[config.mk]
export PLATFORM = sky130hd
export DESIGN_NAME = simpleadder_master
export DESIGN_NICKNAME = d
export VERILOG_FILES = /design/src/rtl/simpleadder_master.sv
export SDC_FILE = /design/constraint.sdc
export NUM_CORES = 1
export LEC_CHECK = 0
export ABC_AREA = 1
export BUFFER_PORTS_ARGS = -buffer_cell sky130_fd_sc_hd__buf_4
export CORE_MARGIN = 8
export CORE_UTILIZATION = 53
export CTS_BUF_LIST = sky130_fd_sc_hd__clkbuf_8
export DETAILED_ROUTE_END_ITERATION = 10
export GPL_TIMING_DRIVEN = 0
export MAX_ROUTING_LAYER = met4
export PLACE_DENSITY = 0.77
export SLEW_MARGIN = 20
export SYNTH_ARGS = -nofsm -noshare
export SYNTH_HDL_FRONTEND = slang
export SYNTH_SLANG_ARGS = --single-unit
[constraint.sdc]
create_clock -name clk -period 1.2 [get_ports clk]
set_input_delay 0.3 -clock clk [delete_from_list [all_inputs] [get_ports clk]]
set_output_delay 0.3 -clock clk [all_outputs]
set_load 0.02 [all_outputs]
[src/rtl/simpleadder_master.sv]
// simpleadder_master: serial initiator for the two-bit serial adder.
// Accepts an operand pair on a valid/ready port, shifts both operands out
// MSB-first on en_i/ina/inb, then reassembles the 3-bit sum returned by the
// adder on en_o/out and presents it as a one-cycle response.
module simpleadder_master #(
    parameter int TIMEOUT = 4,
    parameter int DRAIN   = 7
) (
    input  logic       clk,
    input  logic       rst,
    input  logic       req_valid,
    output logic       req_ready,
    input  logic [1:0] req_a,
    input  logic [1:0] req_b,
    output logic       en_i,
    output logic       ina,
    output logic       inb,
    input  logic       en_o,
    input  logic       out,
    output logic       rsp_valid,
    output logic [2:0] rsp_sum,
    output logic       rsp_timeout
);

    typedef enum logic [3:0] {
        S_DRAIN,
        S_IDLE,
        S_SEND1,
        S_SEND0,
        S_WAIT,
        S_CAP2,
        S_CAP1,
        S_CAP0,
        S_DONE
    } state_t;

    localparam logic [3:0] WAIT_LIM   = 4'(TIMEOUT);
    localparam logic [7:0] DRAIN_LAST = 8'(DRAIN - 1);

    state_t     state;
    state_t     state_n;
    logic [7:0] drain_cnt;
    logic [7:0] drain_n;
    logic [3:0] wait_cnt;
    logic [3:0] wait_n;
    logic [1:0] a_q;
    logic [1:0] a_n;
    logic [1:0] b_q;
    logic [1:0] b_n;
    logic [2:0] sum_q;
    logic [2:0] sum_n;
    logic       timeout_hit;

    // Next-state, operand latch and sum reassembly decisions.
    always_comb begin
        state_n     = state;
        drain_n     = drain_cnt;
        wait_n      = wait_cnt;
        a_n         = a_q;
        b_n         = b_q;
        sum_n       = sum_q;
        timeout_hit = 1'b0;
        case (state)
            S_DRAIN: begin
                // The adder has no reset, so give it time to finish any
                // transaction that was in flight when we were reset.
                if (drain_cnt == DRAIN_LAST) begin
                    state_n = S_IDLE;
                end else begin
                    drain_n = drain_cnt + 8'd1;
                end
            end
            S_IDLE: begin
                if (req_valid && req_ready) begin
                    a_n     = req_a;
                    b_n     = req_b;
                    state_n = S_SEND1;
                end
            end
            S_SEND1: begin
                state_n = S_SEND0;
            end
            S_SEND0: begin
                wait_n  = 4'd0;
                state_n = S_WAIT;
            end
            S_WAIT: begin
                if (en_o) begin
                    sum_n[2] = out;
                    state_n  = S_CAP1;
                end else if (wait_cnt == WAIT_LIM) begin
                    timeout_hit = 1'b1;
                    state_n     = S_DONE;
                end else begin
                    wait_n = wait_cnt + 4'd1;
                end
            end
            S_CAP2: begin
                // Not entered: the MSB is taken directly in WAIT.
                state_n = S_CAP1;
            end
            S_CAP1: begin
                sum_n[1] = out;
                state_n  = S_CAP0;
            end
            S_CAP0: begin
                sum_n[0] = out;
                state_n  = S_DONE;
            end
            S_DONE: begin
                state_n = S_IDLE;
            end
            default: begin
                state_n = S_DRAIN;
            end
        endcase
    end

    // State, counters and registered outputs, all derived from the next state.
    always_ff @(posedge clk) begin
        if (rst) begin
            state       <= S_DRAIN;
            drain_cnt   <= 8'd0;
            wait_cnt    <= 4'd0;
            req_ready   <= 1'b0;
            en_i        <= 1'b0;
            ina         <= 1'b0;
            inb         <= 1'b0;
            rsp_valid   <= 1'b0;
            rsp_sum     <= 3'b000;
            rsp_timeout <= 1'b0;
        end else begin
            state     <= state_n;
            drain_cnt <= drain_n;
            wait_cnt  <= wait_n;
            req_ready <= (state_n == S_IDLE);
            en_i      <= (state_n == S_SEND1);
            ina       <= (state_n == S_SEND1) ? a_n[1] :
                         (state_n == S_SEND0) ? a_n[0] : 1'b0;
            inb       <= (state_n == S_SEND1) ? b_n[1] :
                         (state_n == S_SEND0) ? b_n[0] : 1'b0;
            rsp_valid <= (state_n == S_DONE);
            if (state_n == S_DONE) begin
                rsp_sum     <= timeout_hit ? 3'b000 : sum_n;
                rsp_timeout <= timeout_hit;
            end
        end
    end

    // Operand and partial-sum holding registers; meaningful only mid-transaction.
    always_ff @(posedge clk) begin
        a_q   <= a_n;
        b_q   <= b_n;
        sum_q <= sum_n;
    end

endmodule
# Word level (Yosys, flattened, before mapping)
# Index checks and enable logic that the tools add are counted.
[classes]
addsub = 2
mul = 0
n_div = 0
order_cmp = 0
eq_ne = 16
n_shift = 0
mux = 24
n_bitwise = 1
n_reduce_logical = 5
[op_table]
columns = ["op", "n"]
rows = [
  ["4-bit one-hot mux with 9 select lines", 1],
  ["4-bit 2-to-1 mux", 6],
  ["4-bit by 3-bit equality test with 1-bit output (second input constant)", 5],
  ["4-bit by 2-bit equality test with 1-bit output (second input constant)", 4],
  ["1-bit 2-to-1 mux", 11],
  ["8-bit by 1-bit adder with 8-bit output (second input constant)", 1],
  ["4-bit by 1-bit equality test with 1-bit output (second input constant)", 2],
  ["4-bit equality test (second input constant)", 2],
  ["8-bit by 3-bit equality test with 1-bit output (second input constant)", 1],
  ["2-bit 2-to-1 mux", 4],
  ["4-bit one-hot mux with 2 select lines", 1],
  ["4-bit by 1-bit adder with 4-bit output (second input constant)", 1],
  ["4-bit logical NOT", 1],
  ["2-bit != test (second input constant)", 2],
  ["3-bit 2-to-1 mux", 1],
  ["3-bit AND reduction", 1],
  ["2-bit AND reduction", 1],
  ["2-bit nonzero test", 1],
  ["1-bit logical AND", 1],
  ["1-bit inverter", 1],
]
[totals]
register_bits = 32
latch_bits = 0
mem_bits_rw = 0
romBits = 0
inputBits = 9
out_inout_bits = 9
word_cells = 61
memories = 0

# Logic depth before layout (Yosys ltp)
# Gate-level depths: netlist (run 1).
[depth]
depth_word = 7
depth_mapped = 9
mapped_depth_nobuf = 9

# Least setup slack after synthesis (run 1)
# OpenSTA, ideal clock, no wires.
[synth_timing]
path_type = "reg-to-reg"
startpoint = "reg wait_cnt[0]"
endpoint = "reg wait_cnt[3]"
setup_time_ns = 0.132
arrival_time_ns = 1.098
required_ns = 1.068
setup_slack_ns = -0.030
path_stages_with_launch = 9
n_path_buf = 0
period_less_slack_ns = 1.230
cell_sequence = "dfxtp_1 inv_1 ha_1 nand3_1 nand3_1 nand2_1 nand2_2 nand2_1 a21oi_1"
[synth_via]
elab_chain_len = 4
elab_cells_between_ends = 7
classes_between = "add/sub (1); eq/ne (2); mux (3); reduce/logical (1)"
[synth_lines]
columns = ["item", "line", "rtl"]
rows = [
  ["from (decl)", "44", "logic [3:0] wait_cnt;"],
  ["from (signal assigned)", "135", "wait_cnt <= wait_n;"],
  ["4-bit by 1-bit adder with 4-bit output", "95", "wait_n = wait_cnt + 4'd1;"],
  ["4-bit 2-to-1 mux", "91", "end else if (wait_cnt == WAIT_LIM) begin"],
  ["4-bit 2-to-1 mux", "88", "if (en_o) begin"],
  ["4-bit one-hot mux with 2 select lines", "63", "case (state)"],
]
# Parallel ways exist; a longest one is shown, timed or not. The select of a mux whose other input is x is not followed.
# A chain may end at the register's enable or synchronous reset.

# Worst setup path after layout (run 1)
[layout_timing]
startpoint = "reg state[2]"
endpoint = "reg wait_cnt[0]"
[layout_via]
elab_chain_len = 3
elab_cells_between_ends = 7
classes_between = "eq/ne (4); mux (1); reduce/logical (2)"
[layout_lines]
columns = ["item", "line", "rtl"]
rows = [
  ["from (decl)", "40", "state_t state;"],
  ["from (signal assigned)", "133", "state <= state_n;"],
  ["4-bit by 3-bit equality test with 1-bit output / 4-bit by 2-bit equality test with 1-bit output (equally long branches)", "63", ""],
  ["2-bit != test (no source line) / 2-bit nonzero test (equally long branches)", "-", ""],
  ["3-bit AND reduction (no source line)", "-", ""],
]
# Parallel ways exist; a longest one is shown, timed or not.

==> flow_metrics.env, run 1 <==
export IMPL_status="finished, violations left"
export IMPL_violations="negative setup slack"
export IMPL_period_share=1.06
export IMPL_drive_gt1_frac=0.370
export IMPL_htreeDepth=2
export IMPL_io_buffers=16
export IMPL_vias_per_cell=5.60
export IMPL_die_y_um=67.6
export IMPL_post_place_cells=253
export IMPL_grt_start_max_net_pins=11
export IMPL_vias=1529
export IMPL_avgSynthCellArea_um2=6.82
export IMPL_tightestPinTransition_ns=0.531
export IMPL_power_leakage_nw=0.888
export IMPL_hold_path_class="in -> reg"
export IMPL_cp_start_kind="flip-flop"
export IMPL_cellPowerDensity_nw_per_um2=990
export IMPL_clk_path_buf_depth=2
export IMPL_fin_crit_ns=1.27
export IMPL_seq_area_um2=604
export IMPL_rsz0062_at_grt="true"
export IMPL_initial_utilization=0.565
export IMPL_timing_setup_tns_ns=-0.468
export IMPL_slew_viol_final=0
export IMPL_drt_wl_total_um=4050
export IMPL_worstSetupPathType="reg -> reg"
export IMPL_final_common_cell="nand2_1"
export IMPL_first_iter_violations=149
export IMPL_dieArea_um2=4570
export IMPL_slew_headroom=0.646
export IMPL_clk_pin_slew_ns=0.06
export IMPL_fmax_mhz=786
export IMPL_die_x_um=67.6
export IMPL_ios=18
export IMPL_antenna_found_initial=0
export IMPL_drt_wirelength_per_cell_um=14.8
export IMPL_numClockSinks=29
export IMPL_cp_max_fo=5
export IMPL_postRouteAntennaNets=0
export IMPL_drv_cap=0
export IMPL_fin_ws_ns=-0.0728
export IMPL_grt_ovfl_total=0
export IMPL_post_route_drc_count=0
export IMPL_place_ws_ns=-0.164
export IMPL_synthCells=207
export IMPL_firstDrtPassIters=6
export IMPL_yosysWarnings=0
export IMPL_crit_path_end_kind="flip-flop"
export IMPL_syn_area_um2=1410
export IMPL_cts_buffers=5
export IMPL_ys_types=22
export IMPL_hold_ws_ns=0.285
export IMPL_layout_common_cells="nand2_1 (51), buf_4 (25), dfxtp_1 (20)"
export IMPL_hold_buffers=0
export IMPL_place_gp_congestion=0.936
export IMPL_ctsRootBufferMaster="clkbuf_8"
export IMPL_areaGrowthSynthToFinish_pct=39.7
export IMPL_synth_seq_cells=29
export IMPL_fin_cells=273
export IMPL_antennaDiodeCount=0
export IMPL_rows=18
export IMPL_grtUsageTotal=0.153
export IMPL_cts_tree="yes"
export IMPL_peakVddDrop_mv=0.951
export IMPL_grt_pass1_wl_um=5400
export IMPL_grt_pass1_vias=1332
export IMPL_multi_input_comb_area_um2=915
export IMPL_seq_area_frac_synth=0.411
export IMPL_fin_worst_skew_ns=0.00276
export IMPL_finalSetupViolations=14
export IMPL_synth_fp_nets=220
export IMPL_finalNetCount=255
export IMPL_clock_latency_ns=0.27
export IMPL_hold_viol=0
export IMPL_design_core_area_um2=2500
export IMPL_dp_hpwl_um=2190
export IMPL_critPathRequiredTime_ns=1.33
export IMPL_power_w=0.00195
export IMPL_worst_ep_arrival_time_ns=1.40
export IMPL_nFillCells=149
## worst max-delay path: stages (launching register included)
cell and delay, ns:
dfxtp_4 0.38, inv_4 0.05, nor2_4 0.18, nand3_2 0.15, nand2_4 0.13, nand2_4 0.07, nand2_1 0.09, a21oi_1 0.08
## power breakdown
| group | leakage, nW | internal [W] | switching (W) |
|---|---|---|---|
| Sequential | 0.240 | 0.000993 | 0.0000280 |
| Clock | 0.0491 | 0.000392 | 0.000352 |
| Combinational | 0.598 | 0.0000779 | 0.000109 |
## cell usage after synthesis
library cell | number | area share
buf_2 | 2 | 0.0071
nand3b_1 | 2 | 0.011
nand2_1 | 63 | 0.17
inv_1 | 22 | 0.059
nand4_1 | 7 | 0.031
dfxtp_1 | 29 | 0.41
nor2_2 | 5 | 0.022
inv_2 | 1 | 0.0027
clkbuf_1 | 2 | 0.0053
nor2_1 | 25 | 0.066
nand3_1 | 11 | 0.039
o21ai_1 | 1 | 0.0035
ha_1 | 4 | 0.035
o21ai_0 | 10 | 0.035
nand2_2 | 1 | 0.0044
xnor2_1 | 2 | 0.012
a21oi_1 | 14 | 0.050
and2_1 | 1 | 0.0044
o21bai_1 | 1 | 0.0053
nor2_4 | 1 | 0.0080
nand3_2 | 1 | 0.0071
xor2_1 | 2 | 0.012
## per-stage QoR
stage / utilization / cell area, µm²
global route: 0.789 / 1970
floorplan: - / 1420
global placement: 0.629 / 1570
detailed placement: 0.629 / 1570
finish: 0.789 / 1970
CTS: 0.721 / 1800
## registers in the layout, summed over array words and instances (netlist names)
signal,flops
a_q,1
wait_cnt,4
en_i,1
rsp_sum,3
ina,1
rsp_valid,1
rsp_timeout,1
state,4
b_q,1
sum_q,2
inb,1
drain_cnt,8
req_ready,1
## metal layers
layer	up-vias	GRT usage	share of wire
met1	704	0.187	0.40
li1	732	-	-
met5	-	-	0
met2	81	0.233	0.50
met3	12	0.0447	0.073
met4	0	0.0522	0.022
## cell families after synthesis
group / after synthesis / synth area share
AND/OR/NAND/NOR: 117 / 0.361
buffers and inverters: 27 / 0.0736
flip-flops: 29 / 0.411
adder cells (fa/ha/maj): 4 / 0.0355
AO/OA/AOI/OAI: 26 / 0.0940
XOR/XNOR: 4 / 0.0248
## layout make-up
class / instances / area share
plain buffers: 4 / 0.0102
clock buffers: 5 / 0.0349
flip-flops and latches: 29 / 0.306
inverters: 23 / 0.0476
clock inverters: 3 / 0.00698
multi-input cells: 152 / 0.464
well taps: 30 / 0.0190
repair buffers: 27 / 0.111
## path summary, 6_finish.rpt
kind / startpoint / to / slack, ns / cells past startpoint
setup / recovery: state[2] / wait_cnt[0] / -0.07 / 7
setup reg to reg: state[2] / wait_cnt[0] / -0.07 / 7
hold reg to reg: rsp_timeout / rsp_timeout / 0.47 / 2
hold / removal: req_a[1] / ina / 0.28 / 3
## timing repair
item,4_1_cts,5_1_grt
gates cloned,1,0
setup buffers,5,6
pin swaps,11,13
gates resized for setup,37,38
setup endpoints to repair,20,23
endpoints found under the hold margin,0,0
(Power assumes the default switching activity.)
==> run 2, diff against run 1 <==
Settings changed: CORE_UTILIZATION 53 to 60, PLACE_DENSITY 0.77 to 0.82.
Clock period 1.2 ns to 1.6 ns, I/O delays scaled along.
==> flow_metrics.env, run 2 (synthesis gave the netlist of run 1 again) <==
export IMPL_vias=1375
export IMPL_grtUsageTotal=0.154
export IMPL_antenna_found_initial=0
export IMPL_htreeDepth=2
export IMPL_ctsRootBufferMaster="clkbuf_8"
export IMPL_finalNetCount=243
export IMPL_tightestPinTransition_ns=0.515
export IMPL_ios=18
export IMPL_die_y_um=64.5
export IMPL_met1_length_um=1410
export IMPL_reg_largest_list="drain_cnt x8, state x4, wait_cnt x4"
export IMPL_firstDrtPassIters=4
export IMPL_antennaDiodeCount=0
export IMPL_peakVddDrop_mv=0.723
export IMPL_power_leakage_nw=0.789
export IMPL_nFillCells=198
export IMPL_postRouteAntennaNets=0
export IMPL_grt_pass1_wl_um=5150
export IMPL_wl_met2_um=1330
export IMPL_rsz0062_at_grt="false"
export IMPL_fmax_mhz=698
export IMPL_worstSetupPathType="reg -> reg"
export IMPL_initial_utilization=0.638
export IMPL_hold_viol=0
export IMPL_cts_tree="yes"
export IMPL_areaGrowthSynthToFinish_pct=16.8
export IMPL_clock_latency_ns=0.28
export IMPL_vias_per_cell=5.31
export IMPL_cts_setup_buffers=0
export IMPL_hold_buffers=0
export IMPL_period_share=0.895
export IMPL_dp_hpwl_um=2230
export IMPL_timing_setup_tns_ns=0
export IMPL_postPlaceCellArea_um2=1570
export IMPL_cellPowerDensity_nw_per_um2=872
export IMPL_finalSetupViolations=0
export IMPL_grt_pass1_vias=1247
export IMPL_final_common_cell="nand2_1"
export IMPL_clk_pin_slew_ns=0.06
export IMPL_layout_common_cells="nand2_1 (63), dfxtp_1 (29), nor2_1 (25)"
export IMPL_slew_viol_final=0
export IMPL_dieArea_um2=4160
export IMPL_slew_headroom=0.656
export IMPL_first_iter_violations=104
export IMPL_fin_crit_ns=1.43
export IMPL_power_w=0.00144
export IMPL_drt_wl_total_um=2980
export IMPL_hold_ws_ns=0.380
export IMPL_critPathRequiredTime_ns=1.74
export IMPL_grt_ovfl_total=0
export IMPL_drt_wirelength_per_cell_um=11.5
export IMPL_design_area_um2=1650
export IMPL_dr_max_layer_used="met4"
export IMPL_grt_start_max_net_pins=11
export IMPL_die_x_um=64.5
export IMPL_io_buffers=16
export IMPL_drv_cap=0
export IMPL_status="finished clean"
export IMPL_drive_gt1_frac=0.147
export IMPL_ctsResizeCount=0
export IMPL_numClockSinks=29
export IMPL_largest_register_ffs=8
export IMPL_top_register="drain_cnt"
export IMPL_crit_path_end_kind="flip-flop"
export IMPL_clk_path_buf_depth=2
export IMPL_place_gp_congestion=0.839
export IMPL_fin_worst_skew_ns=0.00583
export IMPL_cp_max_fo=5
export IMPL_post_route_drc_count=0
export IMPL_worst_ep_arrival_time_ns=1.57
export IMPL_hold_path_class="in -> reg"
export IMPL_cp_start_kind="flip-flop"
export IMPL_cts_buffers=5
export IMPL_rows=17
export IMPL_wl_met3_um=193
export IMPL_design_core_area_um2=2210
-- run 2: per-stage QoR --
stage | util | cells | worst slack, ns
after global routing | 0.745 | 259 | 0.0751
after floorplan | - | 207 | 0.370
final | 0.745 | 259 | 0.168
after global placement | 0.708 | 251 | 0.159
after CTS | 0.745 | 259 | 0.187
after detailed placement | 0.708 | 251 | 0.0914
-- run 2: final timing paths --
check,startpoint,endpoint,slack (ns),cells after the start
max,wait_cnt[0],wait_cnt[2],0.17,8
min,req_b[1],inb,0.38,3
max reg2reg,wait_cnt[0],wait_cnt[2],0.17,8
min reg2reg,sum_q[1],sum_q[1],0.45,2
-- run 2: area by class of cell --
cell class,count,area [µm²],share of cell area
Buffer,4,17.5,0.0106
Multi-Input combinational cell,151,727,0.441
Sequential cell,29,581,0.352
Tap cell,28,35.0,0.0212
Inverter,23,86.3,0.0524
Clock inverter,3,13.8,0.00835
Clock buffer,5,68.8,0.0417
Timing Repair Buffer,16,120,0.0728
-- run 2: layer usage --
metal	vias to the layer above	global-route usage
li1	701	-
met1	615	0.179
met2	52	0.241
met3	7	0.0567
met4	0	0.0518
met5	-	-
-- run 2: worst max-delay path, stage by stage (launching register included) --
cell     delay [ns]
dfxtp_1        0.40
inv_1          0.08
ha_1           0.19
nand3_1        0.10
nand3_1        0.10
nand2_1        0.18
nand2_2        0.11
nand2_1        0.08
a21oi_1        0.06
-- run 2: where the power goes --
group          internal [W]  total, W  switching [W]
Sequential         0.000749  0.000765      0.0000167
Combinational     0.0000417  0.000104      0.0000624
Clock              0.000294  0.000569       0.000275
==> run 3, diff against run 2 <==
Settings changed: MAX_ROUTING_LAYER met4 to unset.
Clock period 1.6 ns to 1.7 ns, I/O delays scaled along.
==> flow_metrics.env, run 3 (synthesis gave the netlist of run 1 again) <==
export IMPL_rsz0062_at_grt="false"
export IMPL_cellPowerDensity_nw_per_um2=818
export IMPL_intPower_w=0.00102
export IMPL_globalRouteMet1Util=0.177
export IMPL_tightestPinTransition_ns=0.507
export IMPL_first_iter_violations=101
export IMPL_design_core_area_um2=2210
export IMPL_fin_worst_skew_ns=0.00516
export IMPL_drive_gt1_frac=0.147
export IMPL_grt_start_max_net_pins=11
export IMPL_slew_headroom=0.662
export IMPL_cp_max_fo=5
export IMPL_fin_ws_ns=0.272
export IMPL_vias=1378
export IMPL_clk_pin_slew_ns=0.06
export IMPL_place_ws_ns=0.166
export IMPL_place_gp_congestion=0.826
export IMPL_hold_buffers=0
export IMPL_worstSetupPathType="reg -> reg"
export IMPL_cpPeakStageDelay_ns=0.39
export IMPL_status="finished clean"
export IMPL_switchingPower_w=0.000328
export IMPL_cp_start_kind="flip-flop"
export IMPL_drt_wl_total_um=2980
export IMPL_rrSetupSlack_ns=0.27
export IMPL_ctsRootBufferMaster="clkbuf_8"
export IMPL_period_share=0.840
export IMPL_clkPwrFrac=0.393
export IMPL_slew_viol_final=0
export IMPL_finalSetupViolations=0
export IMPL_post_place_cells=251
export IMPL_power_leakage_nw=0.789
export IMPL_grtUsageTotal=0.149
export IMPL_hold_path_class="in -> reg"
export IMPL_die_y_um=64.5
export IMPL_vias_per_cell=5.32
export IMPL_fmax_mhz=700
export IMPL_cts_setup_buffers=0
export IMPL_grt_pass1_wl_um=5150
export IMPL_cts_tree="yes"
export IMPL_numClockSinks=29
export IMPL_timing_setup_tns_ns=0
export IMPL_crit_path_end_kind="flip-flop"
export IMPL_grt_ovfl_total=0
export IMPL_path_cells="inv_1, ha_1, nand3_1, nand3_1, nand2_1, nand2_2, nand2_1, a21oi_1"
export IMPL_drt_wirelength_per_cell_um=11.5
export IMPL_largest_register_ffs=8
export IMPL_ctsResizeCount=0
export IMPL_finalNetCount=243
export IMPL_die_x_um=64.5
export IMPL_io_buffers=16
export IMPL_seqPwrFrac=0.534
export IMPL_hold_viol=0
export IMPL_postRouteAntennaNets=0
export IMPL_antenna_found_initial=0
export IMPL_critPathRequiredTime_ns=1.84
export IMPL_r2r_end="wait_cnt[2]"
export IMPL_endpoint="wait_cnt[2]"
export IMPL_swShare=0.243
export IMPL_reg2reg_from="wait_cnt[0]"
export IMPL_grtUsageMet2=0.241
export IMPL_clock_latency_ns=0.27
export IMPL_hp_start="req_b[1]"
export IMPL_met3_usage=0.0447
export IMPL_fin_cells=259
export IMPL_cts_buffers=5
export IMPL_areaGrowthSynthToFinish_pct=16.8
export IMPL_reg_largest_list="drain_cnt x8, state x4, wait_cnt x4"
export IMPL_post_route_drc_count=0
export IMPL_clk_path_buf_depth=2
export IMPL_antennaDiodeCount=0
export IMPL_worst_ep_arrival_time_ns=1.57
export IMPL_top_register="drain_cnt"
export IMPL_final_common_cell="nand2_1"
export IMPL_cp_slowest_cell="dfxtp_1"
export IMPL_busiest_layer="met2"
export IMPL_peakVddDrop_mv=0.681
export IMPL_drv_cap=0
export IMPL_fin_crit_ns=1.43
export IMPL_initial_utilization=0.638
export IMPL_reg2reg_depth=8
export IMPL_htreeDepth=2
export IMPL_rows=17
export IMPL_cp_startpoint="wait_cnt[0]"
export IMPL_grt_pass1_vias=1242
export IMPL_dieArea_um2=4160
export IMPL_ios=18
export IMPL_dp_hpwl_um=2230
export IMPL_firstDrtPassIters=4
export IMPL_layout_common_cells="nand2_1 (63), dfxtp_1 (29), nor2_1 (25)"
export IMPL_p_comb_frac=0.073
run 3: stage by stage:
| step | hold slack (ns) | area (µm²) | util | power [W] |
|---|---|---|---|---|
| finish | 0.410 | 1650 | 0.745 | 0.00135 |
| global route | 0.413 | 1650 | 0.745 | 0.00140 |
| CTS | 0.406 | 1650 | 0.745 | 0.00136 |
| detailed placement | 0.446 | 1570 | 0.708 | 0.000834 |
| global placement | 0.428 | 1570 | 0.708 | 0.000826 |
| floorplan | 0.411 | 1410 | - | 0.000798 |
run 3: how the worst min path moves through the flow:
stage / to / slack (ns) / cells after the start
floorplan: sum_q[1] / 0.41 / 2
global route: a_q[0] / 0.41 / 3
global placement: sum_q[1] / 0.43 / 2
finish: inb / 0.41 / 3
detailed placement: sum_q[1] / 0.45 / 2
CTS: inb / 0.41 / 3
run 3: final cells by class:
| class | count | area, µm² |
|---|---|---|
| sequential | 29 | 581 |
| fill | 198 | 563 |
| multi-input combinational | 151 | 727 |
| clock inverter | 3 | 13.8 |
| buffer | 4 | 17.5 |
| clock buffer | 5 | 68.8 |
| inverter | 23 | 86.3 |
| tap | 28 | 35.0 |
| timing repair buffer | 16 | 120 |
run 3: critical path: cells and delay by family, from the launching register on:
family / cells / cell delay [ns]
AND/OR/NAND/NOR: 5 / 0.58
flip-flops: 1 / 0.39
adder cells (fa/ha/maj): 1 / 0.19
buffers and inverters: 1 / 0.08
AO/OA/AOI/OAI: 1 / 0.06
run 3: power by group through the flow:
stage	Clock (W)	Combinational [W]	Sequential [W]
after floorplan	0	0.0000656	0.000732
after global placement	0	0.0000925	0.000734
final	0.000530	0.0000982	0.000720
after CTS	0.000538	0.0000984	0.000720
after global routing	0.000565	0.000113	0.000723
after detailed placement	0	0.0000978	0.000736
run 3: routing by layer:
layer  share of wire  routed length, µm
met5               0                  0
met3           0.084                250
met2            0.45               1330
met1            0.46               1360
met4           0.013                 39
